<file path="src/rtl/rf_arb_pkg.sv">
// Shared constants and types for the register-file write arbiter and its busy scoreboard.
// Default widths here are also the defaults of the top-level parameters.
package rf_arb_pkg;

   localparam int ADDR_W   = 3;
   localparam int DATA_W   = 3;
   localparam int NUM_REGS = 2 ** ADDR_W;

   typedef struct packed {
      logic [ADDR_W-1:0] addr;
      logic [DATA_W-1:0] data;
   } rf_wr_req_t;

   typedef logic [NUM_REGS-1:0] rf_busy_t;

   function automatic int wrap_inc(input int idx, input int n);
      return (idx + 1 >= n) ? 0 : idx + 1;
   endfunction

endpackage

</file>
<file path="src/rtl/rr_arbiter.sv">
// One-hot grant among NUM_REQ requests, zero latency; the pointer advances past the winner on accept.
// RF_ARB_FIXED_PRIO_EN selects lowest-index-wins with no pointer state.
module rr_arbiter
   import rf_arb_pkg::*;
#(
   parameter int NUM_REQ = 2
) (
   input  logic               clk,
   input  logic               rst_n,
   input  logic [NUM_REQ-1:0] req,
   input  logic               accept,
   output logic [NUM_REQ-1:0] gnt
);

`ifdef RF_ARB_FIXED_PRIO_EN
   logic unused_ok;
   assign unused_ok = ^{clk, rst_n, accept};

   always_comb begin
      gnt = req & (~req + NUM_REQ'(1));
   end
`else
   localparam int PTR_W = (NUM_REQ > 1) ? $clog2(NUM_REQ) : 1;

   logic [PTR_W-1:0]     ptr_q, ptr_d;
   logic [2*NUM_REQ-1:0] dbl_req, dbl_gnt;
   logic [NUM_REQ-1:0]   rot_req, rot_gnt;

   // Rotate so ptr sits at bit 0, take the lowest set bit, rotate back.
   always_comb begin
      dbl_req = {req, req} >> ptr_q;
      rot_req = dbl_req[NUM_REQ-1:0];
      rot_gnt = rot_req & (~rot_req + NUM_REQ'(1));
      dbl_gnt = {rot_gnt, rot_gnt} << ptr_q;
      gnt     = dbl_gnt[2*NUM_REQ-1:NUM_REQ];
   end

   always_comb begin
      ptr_d = ptr_q;
      if (accept) begin
         for (int i = 0; i < NUM_REQ; i++) begin
            if (gnt[i]) ptr_d = PTR_W'(wrap_inc(i, NUM_REQ));
         end
      end
   end

   always_ff @(posedge clk or negedge rst_n) begin
      if (!rst_n) ptr_q <= '0;
      else        ptr_q <= ptr_d;
   end
`endif

endmodule

</file>
<file path="src/rtl/rf_write_arbiter.sv">
// Shares the RF write port among NUM_REQ requesters (grant same cycle, write one cycle later) and
// keeps the per-register busy scoreboard; non-winners are held off by req_ready. Macro: RF_ARB_FIXED_PRIO_EN.
module rf_write_arbiter #(
   parameter int NUM_REQ = 2,
   parameter int ADDR_W  = rf_arb_pkg::ADDR_W,
   parameter int DATA_W  = rf_arb_pkg::DATA_W
) (
   input  logic                      clk,
   input  logic                      rst_n,
   input  logic [NUM_REQ-1:0]        req_valid,
   input  logic [NUM_REQ*ADDR_W-1:0] req_addr,
   input  logic [NUM_REQ*DATA_W-1:0] req_data,
   output logic [NUM_REQ-1:0]        req_ready,
   input  logic                      issue_valid,
   input  logic [ADDR_W-1:0]         issue_addr,
   output logic                      rf_write_en,
   output logic [ADDR_W-1:0]         rf_write_addr,
   output logic [DATA_W-1:0]         rf_write_data,
   output logic [2**ADDR_W-1:0]      busy,
   output logic                      err_waw
);

   localparam int NUM_REGS = 2 ** ADDR_W;

   typedef struct packed {
      logic [ADDR_W-1:0] addr;
      logic [DATA_W-1:0] data;
   } wr_req_t;

   logic [NUM_REQ-1:0]  gnt;
   logic                xfer;
   wr_req_t             win;
   wr_req_t             wr_q, wr_d;
   logic                wr_en_q, wr_en_d;
   logic [NUM_REGS-1:0] busy_q, busy_d;
   logic                err_waw_q, err_waw_d;

   rr_arbiter #(.NUM_REQ(NUM_REQ)) u_arb (
      .clk    (clk),
      .rst_n  (rst_n),
      .req    (req_valid),
      .accept (xfer),
      .gnt    (gnt)
   );

   assign req_ready = gnt & {NUM_REQ{rst_n}};
   assign xfer      = |(req_valid & req_ready);

   always_comb begin
      win = '0;
      for (int i = 0; i < NUM_REQ; i++) begin
         if (gnt[i]) begin
            win.addr = req_addr[i*ADDR_W +: ADDR_W];
            win.data = req_data[i*DATA_W +: DATA_W];
         end
      end
   end

   // Set is applied after clear so a new producer wins over the retiring one.
   always_comb begin
      wr_en_d = xfer;
      wr_d    = xfer ? win : wr_q;
      busy_d  = busy_q;
      if (wr_en_q)     busy_d[wr_q.addr]  = 1'b0;
      if (issue_valid) busy_d[issue_addr] = 1'b1;
      err_waw_d = err_waw_q |
                  (issue_valid & busy_q[issue_addr] & ~(wr_en_q & (wr_q.addr == issue_addr)));
   end

   always_ff @(posedge clk or negedge rst_n) begin
      if (!rst_n) begin
         wr_en_q   <= 1'b0;
         wr_q      <= '0;
         busy_q    <= '0;
         err_waw_q <= 1'b0;
      end else begin
         wr_en_q   <= wr_en_d;
         wr_q      <= wr_d;
         busy_q    <= busy_d;
         err_waw_q <= err_waw_d;
      end
   end

   assign rf_write_en   = wr_en_q;
   assign rf_write_addr = wr_q.addr;
   assign rf_write_data = wr_q.data;
   assign busy          = busy_q;
   assign err_waw       = err_waw_q;

endmodule

</file>
<file path="config.mk">
export PLATFORM = sky130hd
export DESIGN_NAME = rf_write_arbiter
export DESIGN_NICKNAME = d
export VERILOG_FILES = /design/src/rtl/rf_arb_pkg.sv /design/src/rtl/rr_arbiter.sv /design/src/rtl/rf_write_arbiter.sv
export SDC_FILE = /design/constraint.sdc
export NUM_CORES = 1
export LEC_CHECK = 0
export ABC_AREA = 1
export CORE_MARGIN = 2
export CORE_UTILIZATION = 43
export DETAILED_ROUTE_END_ITERATION = 7
export GPL_TIMING_DRIVEN = 0
export PLACE_DENSITY = 0.78
export SLEW_MARGIN = 20
export SYNTH_ARGS = -nofsm -noshare
export SYNTH_HDL_FRONTEND = slang
export SYNTH_SLANG_ARGS = --single-unit
</file>
<file path="constraint.sdc">
create_clock -name clk -period 1.4 [get_ports clk]
set_clock_uncertainty 0.2 [all_clocks]
set_input_delay 0.14 -clock clk [delete_from_list [all_inputs] [get_ports clk]]
set_output_delay 0.14 -clock clk [all_outputs]
set_load 0.01 [all_outputs]
</file>
Word-level counts from Yosys, hierarchy flattened
Cells that the tools add are included.
Widths: inputs -> output; s select.

storage, ports and cells
  register bits = 17
  input bits = 20
  output and inout bits = 18
  word-level logic and storage cells = 43

cells by class
  $add $sub $neg = 1
  $lt $le $gt $ge = 4
  equality and inequality tests = 1
  shifts and indexed selects = 2
  muxes and demuxes = 12
  bitwise logic cells = 12
  reduce and logical (&&, ||, !) cells = 5

operators by type and width
  cell                 number
  $mux 8               2
  $mux 6               2
  $and 8x8->8          1
  $lt 3x4->1 const B   2
  $not 8->8            1
  $or 8x8->8           1
  $and 2x2->2          3
  $demux 1 s3          2
  $ge 3x1->1 const B   2
  $mux 1               5
  $shl 4x1->4          1
  $shr 4x1->2          1
  $and 1x1->1          3
  $bmux 1 s3           1
  $eq 3x3->1           1
  $add 2x1->2 const B  1
  $logic_and 1x1->1    2
  $not 2->2            1
  $reduce_and 2->1     1
  $reduce_bool 2->1    1
  $reduce_or 2->1      1
  $not 1->1            1
  $or 1x1->1           1

Longest topological paths before layout
Gate-level depths: netlist (run 1).

  depth after elaboration = 9
  depth in mapped cells = 8
  depth with buffers taken out = 8

Cells and area by module
From an unflattened synthesis (run 1), not the netlist that was laid out.

unflattened totals
  cell total of the unflattened synthesis = 137
  area, all modules = 993.5 um^2

modules (own cells, without submodules)
  module            instances  cells an instance  area an instance (um^2)  seq. area each (um^2)
  rf_write_arbiter  1          129                933.4                    400.4
  rr_arbiter        1          8                  60.1                     25.0

Worst setup path after synthesis (run 1)
Ideal clock, no wire load.

  path kind = register -> register
  from = reg u_arb.ptr_q
  to = reg wr_q (netlist bit rf_write_addr[2])
  setup time = 0.127 ns
  arrival = 0.956 ns
  path slack = 0.117 ns
  cell stages (with the launch flop) = 6
  period minus slack after synthesis = 1.283 ns
  path through = dfrtp_1 -> nand2_4 -> nand2_4 -> a21oi_4 -> buf_6 -> o21ai_0

on the way
  longest elaborated chain between the ends = 8
  elaborated cells between the ends (all ways) = 10

RTL lines
  item                      RTL line                text
  start: declaration        rr_arbiter.sv:25        logic [PTR_W-1:0] ptr_q, ptr_d;
  start signal: assignment  rr_arbiter.sv:49        else ptr_q <= ptr_d;
  $shr 4x1->2               rr_arbiter.sv:31        dbl_req = {req, req} >> ptr_q;
  $not 2->2                 rr_arbiter.sv:33        rot_gnt = rot_req & (~rot_req + NUM_REQ'(1));
  $add 2x1->2               rr_arbiter.sv:33
  $and 2x2->2               rr_arbiter.sv:33
  $shl 4x1->4 *             rr_arbiter.sv:34        dbl_gnt = {rot_gnt, rot_gnt} << ptr_q;
  $and 2x2->2 *             rf_write_arbiter.sv:46  assign req_ready = gnt & {NUM_REQ{rst_n}};
  $and 2x2->2 *             rf_write_arbiter.sv:47  assign xfer = |(req_valid & req_ready);
  $reduce_or 2->1 *         rf_write_arbiter.sv:47
  named net u_arb.accept    rr_arbiter.sv:11        input logic accept,
  end signal: assignment    rf_write_arbiter.sv:78  wr_q <= wr_d;
  end: declaration          rf_write_arbiter.sv:33  wr_req_t wr_q, wr_d;

The timed path passes the listed nets; every way through them passes the cells marked *.
A chain may end at the register's enable or synchronous reset.

Worst setup path after layout (run 1)
  from = reg u_arb.ptr_q
  to = out req_ready[1]

on the way
  longest elaborated chain between the ends = 6

RTL lines
  item              RTL line                text
  $shr 4x1->2       rr_arbiter.sv:31
  $not 2->2         rr_arbiter.sv:33
  $add 2x1->2       rr_arbiter.sv:33
  $and 2x2->2       rr_arbiter.sv:33
  $shl 4x1->4 *     rr_arbiter.sv:34
  $and 2x2->2 *     rf_write_arbiter.sv:46
  end: declaration  rf_write_arbiter.sv:13  output logic [NUM_REQ-1:0] req_ready,

Mark *: on every way between the ends. The rest lies on a longest branch, timed or not.

==> results_dict.tcl, run 1 <==
set metrics [dict create \
    hpwl_um 1960 \
    clock-root-buffer "clkbuf_4" \
    drtIter0Drc 30 \
    port_buffers 35 \
    failed_checks "negative hold slack, negative setup slack" \
    avgRoutedWirePerCell_um 12.0 \
    seqPwrFrac_pct 41.3 \
    pwr-share-comb_pct 43.6 \
    ys_seq_area_share_pct 41.3 \
    cts_max_level 1 \
    synthXorXnorAreaFrac_pct 0 \
    die_h_um 53.0 \
    clock_path_buffers 2 \
    setup_slack_ps -76.1 \
    wl_um 2600 \
    cts.sinks 17 \
    critical_path_required_ps 1060 \
    ir_drop_v 0.000680 \
    end_kind "output port" \
    synth_cell_types 14 \
    critPathBufInv 2 \
    syn_inst 142 \
    layout_commonest_cell "nand2_1" \
    synth_compound_area_share_pct 14.0 \
    grt_pass1_wl_um 4040 \
    path_clk_slew_ps 100 \
    cpMaxStageDelayCell "dfrtp_1" \
    first_pass_iters 4 \
    num_vias 1078 \
    insertion_delay_ps 280 \
    cts_buffers 3 \
    io_pins 38 \
    critPathLaunch "u_arb.ptr_q$_DFFE_PN0P_" \
    clkPwrFrac_pct 15.1 \
    hold_slack_ps -28.7 \
    critPathTopFamily "flip-flops" \
    layout_common_cells "nand2_1, inv_1, nand3_1, dfrtp_1" \
    initial_core_util_pct 46.2 \
    core_mm2 0.00223 \
    min_from "req_valid[0]" \
    post_dp_cell_area_mm2 0.00142 \
    antenna_cells 0 \
    final_util_pct 66.8 \
    grt_pass1_vias 997 \
    viasPerCell 4.97 \
    synth_area_per_cell_um2 7.26 \
    die_w_um 53.0 \
    synth_warnings 0 \
    syn_nets 162 \
    area_growth_pct 44.7 \
    p_sw_share_pct 37.0 \
    setup_viol 2 \
    worstPathCellList "inv_2 -> nand2_4 -> nand2_4 -> nor2_4 -> buf_6" \
    cap_violations 0 \
    synthMuxAreaShare_pct 0 \
    cp_max_fo 4 \
    cts_hold_buffers 1 \
    r2r-start "u_arb.ptr_q$_DFFE_PN0P_" \
    dp_cells 205 \
    p_leak_nw 0.774 \
    grt_antenna_before_repair 0 \
    ant_nets 0 \
    globalRouteOverflowTotal 0 \
    synth_top_family_by_area "simple AND/OR/NAND/NOR gates" \
    worstHoldPathType "primary input to flip-flop" \
    p_switching_uw 637 \
    drive_above_1_share_pct 18.5 \
    fillCellCount 214 \
    min_period_over_period_pct 105 \
    cp_common_cell "nand2_4" \
    cts_tree "yes" \
    netlist_area_mm2 0.00103 \
    final_max_slew_viol_count 0 \
    final-instance-count-excl-fill 217 \
    hold_viol 1 \
    power.density_mw_per_mm2 1150 \
    ys_ff_latch 17 \
    rsz0062_at_grt "yes" \
    worstMarginPinSlew_ps 765 \
    gr-usage-all-layers_pct 19.5 \
    maxSlewHeadroom_pct 48.9 \
    synth_simple_gate_area_share_pct 32.3 \
    nNetsFinal 210 \
    crit_arrival_ps 1140 \
    synthAdderAreaFrac_pct 0 \
    total_power_mw 1.72 \
    max_stage_delay_ps 420 \
    num_rows 17 \
    grt_max_degree 18 \
    die_area_mm2 0.00281 \
    crit_type "flip-flop to output port" \
    fmax_mhz 677 \
    drc 0 \
    worstSetupStartpointType "flip-flop" \
    intPower_mw 1.08 \
    place.gp.congestion 0.890 \
    status "complete, but fails checks" \
    min_period_ps 1480 \
    design_area_mm2 0.00149 \
]
==> sequential cells by signal, indices dropped and copies added (netlist names) <==
| signal | count |
|---|---|
| busy | 8 |
| rf_write_addr | 3 |
| rf_write_data | 3 |
| err_waw | 1 |
| rf_write_en | 1 |
| u_arb.ptr_q | 1 |
==> through the flow <==
stage / setup TNS (ps) / setup WS, ps
after floorplan: 0 / 117
after detailed placement: -8570 / -1110
after global placement: -8310 / -1100
final: -91.9 / -76.1
after global routing: -239 / -138
after CTS: -130 / -122
==> synth_stat cells, drive strengths merged <==
master | instances | area share [%]
nand3 | 17 | 8.3
a21oi | 1 | 1.6
dfrtp | 17 | 41
o22ai | 1 | 0.61
inv | 24 | 8.7
nand2 | 49 | 21
o21ai | 22 | 12
nor2 | 7 | 2.5
buf | 4 | 3.8
==> kinds of logic (layout without fill, tap and decap cells) <==
group / after synthesis / in the layout
flops: 17 / 17
compound gates: 24 / 24
simple gates: 73 / 73
buf+inv: 28 / 75
==> worst paths after layout <==
check	endpoint	slack, ps	cells after the start
min in group asynchronous	busy[7]$_DFF_PN0_	290	2
min reg2reg	err_waw$_DFF_PN0_	270	2
min	u_arb.ptr_q$_DFFE_PN0P_	-30	3
max reg2reg	rf_write_data[2]$_DFFE_PN0P_	50	6
max	req_ready[1]	-80	5
max in group asynchronous	busy[3]$_DFF_PN0_	230	2
==> power by group through the flow <==
| stage | Combinational [mW] | Sequential [mW] | Clock, mW |
|---|---|---|---|
| floorplan | 0.316 | 0.778 | 0 |
| global placement | 0.742 | 0.724 | 0 |
| detailed placement | 0.763 | 0.733 | 0 |
| CTS | 0.706 | 0.710 | 0.264 |
| global route | 0.833 | 0.728 | 0.282 |
| finish | 0.750 | 0.711 | 0.260 |
==> timing repair <==
action                     CTS  global route
gates resized for setup     30            13
pin swaps                    1             1
cloned                       0             1
setup endpoints to repair   26            11
setup buffers                3             3
hold endpoints to repair    18             1
==> area by class of cell <==
cell class	count	area (um2)	area share (%)
multi-input combinational	97	489	32.8
inverter	24	90.1	6.04
clock buffer	4	26.3	1.76
timing repair buffer	43	387	25.9
tap	28	35.0	2.35
sequential	17	425	28.5
buffer	4	38.8	2.60
==> worst reg2reg max path: cells and delay by family (launching register included) <==
kind	cells	cell delay [ps]
simple gates	2	160
buf+inv	2	220
compound gates	2	250
flops	1	420
==> routing by layer <==
metal	vias to the layer above	global-route usage (%)	wire, um
met5	-	0	0
met4	0	5.98	9
met3	2	3.11	174
met2	38	36.5	1360
met1	496	22.5	1060
li1	542	-	-
Note: power is estimated with default switching activity, not from simulation.
==> run 2, diff against run 1 <==
SKIP_CTS_REPAIR_TIMING = 1   (was unset)
clock period = 1.6 ns   (was 1.4 ns; I/O delays follow)
==> run 2 against run 1 <==
  * The flow finishes with violations (negative hold slack)
  * Sequential share of layout area grew 0.072 points
  * Clock power down 14%
  * Combinational power is 9.9% lower
  * Critical path depth fell by 4
  * Flip-flop and latch count unchanged
  * Die area unchanged
  * First-iteration DRC count fell by 20%
  * Largest power group unchanged
==> results_dict.tcl, run 2 (synthesis gave the netlist of run 1 again) <==
set metrics [dict create \
    crit_arrival_ps 1200 \
    critPathBufInv 1 \
    port_buffers 35 \
    core_mm2 0.00223 \
    worstHoldPathType "primary input to flip-flop" \
    pre_cts_slack_ps -954 \
    layout_commonest_cell "nand2_1" \
    cts_tree "yes" \
    crit_type "flip-flop to output port" \
    largest_reg_flops 8 \
    hpwl_um 1960 \
    nNetsFinal 205 \
    grt_max_degree 19 \
    max_stage_delay_ps 540 \
    antenna_cells 0 \
    avgRoutedWirePerCell_um 12.0 \
    grt_pass1_wl_um 3910 \
    num_rows 17 \
    hold_viol 1 \
    end_kind "output port" \
    setup_slack_ps 40.4 \
    failed_checks "negative hold slack" \
    cts_max_level 1 \
    io_pins 38 \
    drive_above_1_share_pct 13.0 \
    drc 0 \
    ant_nets 0 \
    worstPathCellList "clkdlybuf4s50_1" \
    min_period_over_period_pct 97.5 \
    globalRouteOverflowTotal 0 \
    fmax_mhz 641 \
    grt_pass1_vias 967 \
    power.density_mw_per_mm2 1030 \
    setup_viol 0 \
    layout_common_cells "nand2_1, clkdlybuf4s50_1, inv_1, o21ai_0" \
    dp_cells 205 \
    gr-usage-all-layers_pct 18.8 \
    fin_setup_tns_ps 0 \
    cap_violations 0 \
    wl_um 2550 \
    drtIter0Drc 24 \
    reg2reg_slack_ps 190 \
    viasPerCell 5.04 \
    place.gp.congestion 0.890 \
    cts_buffers 3 \
    die_h_um 53.0 \
    cpMaxStageDelayCell "clkdlybuf4s50_1" \
    path_clk_slew_ps 100 \
    final-instance-count-excl-fill 212 \
    num_vias 1069 \
    critPathTopFamily "buffers and inverters" \
    cp_max_fo 3 \
    final_max_slew_viol_count 0 \
    p_leak_nw 0.809 \
    first_pass_iters 4 \
    die_area_mm2 0.00281 \
    status "complete, but fails checks" \
    worstMarginPinSlew_ps 775 \
    maxSlewHeadroom_pct 48.2 \
    grt_antenna_before_repair 0 \
    insertion_delay_ps 280 \
    initial_core_util_pct 46.2 \
    area_growth_pct 44.3 \
    critical_path_required_ps 1240 \
    ir_drop_v 0.000589 \
    clock_path_buffers 2 \
    min_period_ps 1560 \
    hold_slack_ps -4.81 \
    worstSetupStartpointType "flip-flop" \
    die_w_um 53.0 \
    cts.sinks 17 \
    clock-root-buffer "clkbuf_4" \
]
-- run 2: cell types whose count changed in the layout (fill, tap and decap cells not counted), sizes merged --
| cell | delta |
|---|---|
| dlymetal6s2s | +9 |
| buf | -8 |
| clkdlybuf4s50 | +8 |
| dlygate4sd2 | -15 |
| clkbuf | +1 |
-- run 2: area by class of cell --
type | instances | area [um2]
tap | 28 | 35.0
multi-input combinational | 97 | 484
sequential | 17 | 425
fill | 208 | 746
buffer | 4 | 38.8
inverter | 24 | 90.1
timing repair buffer | 38 | 388
clock buffer | 4 | 26.3
-- run 2: power breakdown --
part | switching, mW | internal, mW
logic | 0.334 | 0.342
registers | 0.0859 | 0.543
clock network | 0.128 | 0.0966
total | 0.547 | 0.981
-- run 2: final timing paths --
kind / startpoint / end / depth (start not counted)
hold reg to reg: err_waw$_DFF_PN0_ / err_waw$_DFF_PN0_ / 2
hold / removal: req_valid[0] / u_arb.ptr_q$_DFFE_PN0P_ / 3
min in group asynchronous: rst_n / busy[0]$_DFF_PN0_ / 2
setup / recovery: busy[4]$_DFF_PN0_ / busy[4] / 1
max in group asynchronous: rst_n / rf_write_en$_DFF_PN0_ / 2
setup reg to reg: u_arb.ptr_q$_DFFE_PN0P_ / rf_write_data[2]$_DFFE_PN0P_ / 6
-- run 2: per-layer routing --
metal | routed length (um) | global-route usage, % | vias up
met4 | 0 | 4.27 | 0
li1 | - | - | 527
met1 | 1020 | 21.9 | 485
met2 | 1290 | 35.6 | 57
met5 | 0 | 0 | -
met3 | 234 | 2.82 | 0
-- run 2: metrics by stage --
| step | power [mW] | instance area [um2] | utilization [%] |
|---|---|---|---|
| after floorplan | 0.957 | 1030 | - |
| after global placement | 1.28 | 1420 | 63.4 |
| after detailed placement | 1.31 | 1420 | 63.4 |
| after CTS | 1.53 | 1440 | 64.6 |
| after global routing | 1.63 | 1490 | 66.6 |
| final | 1.53 | 1490 | 66.6 |
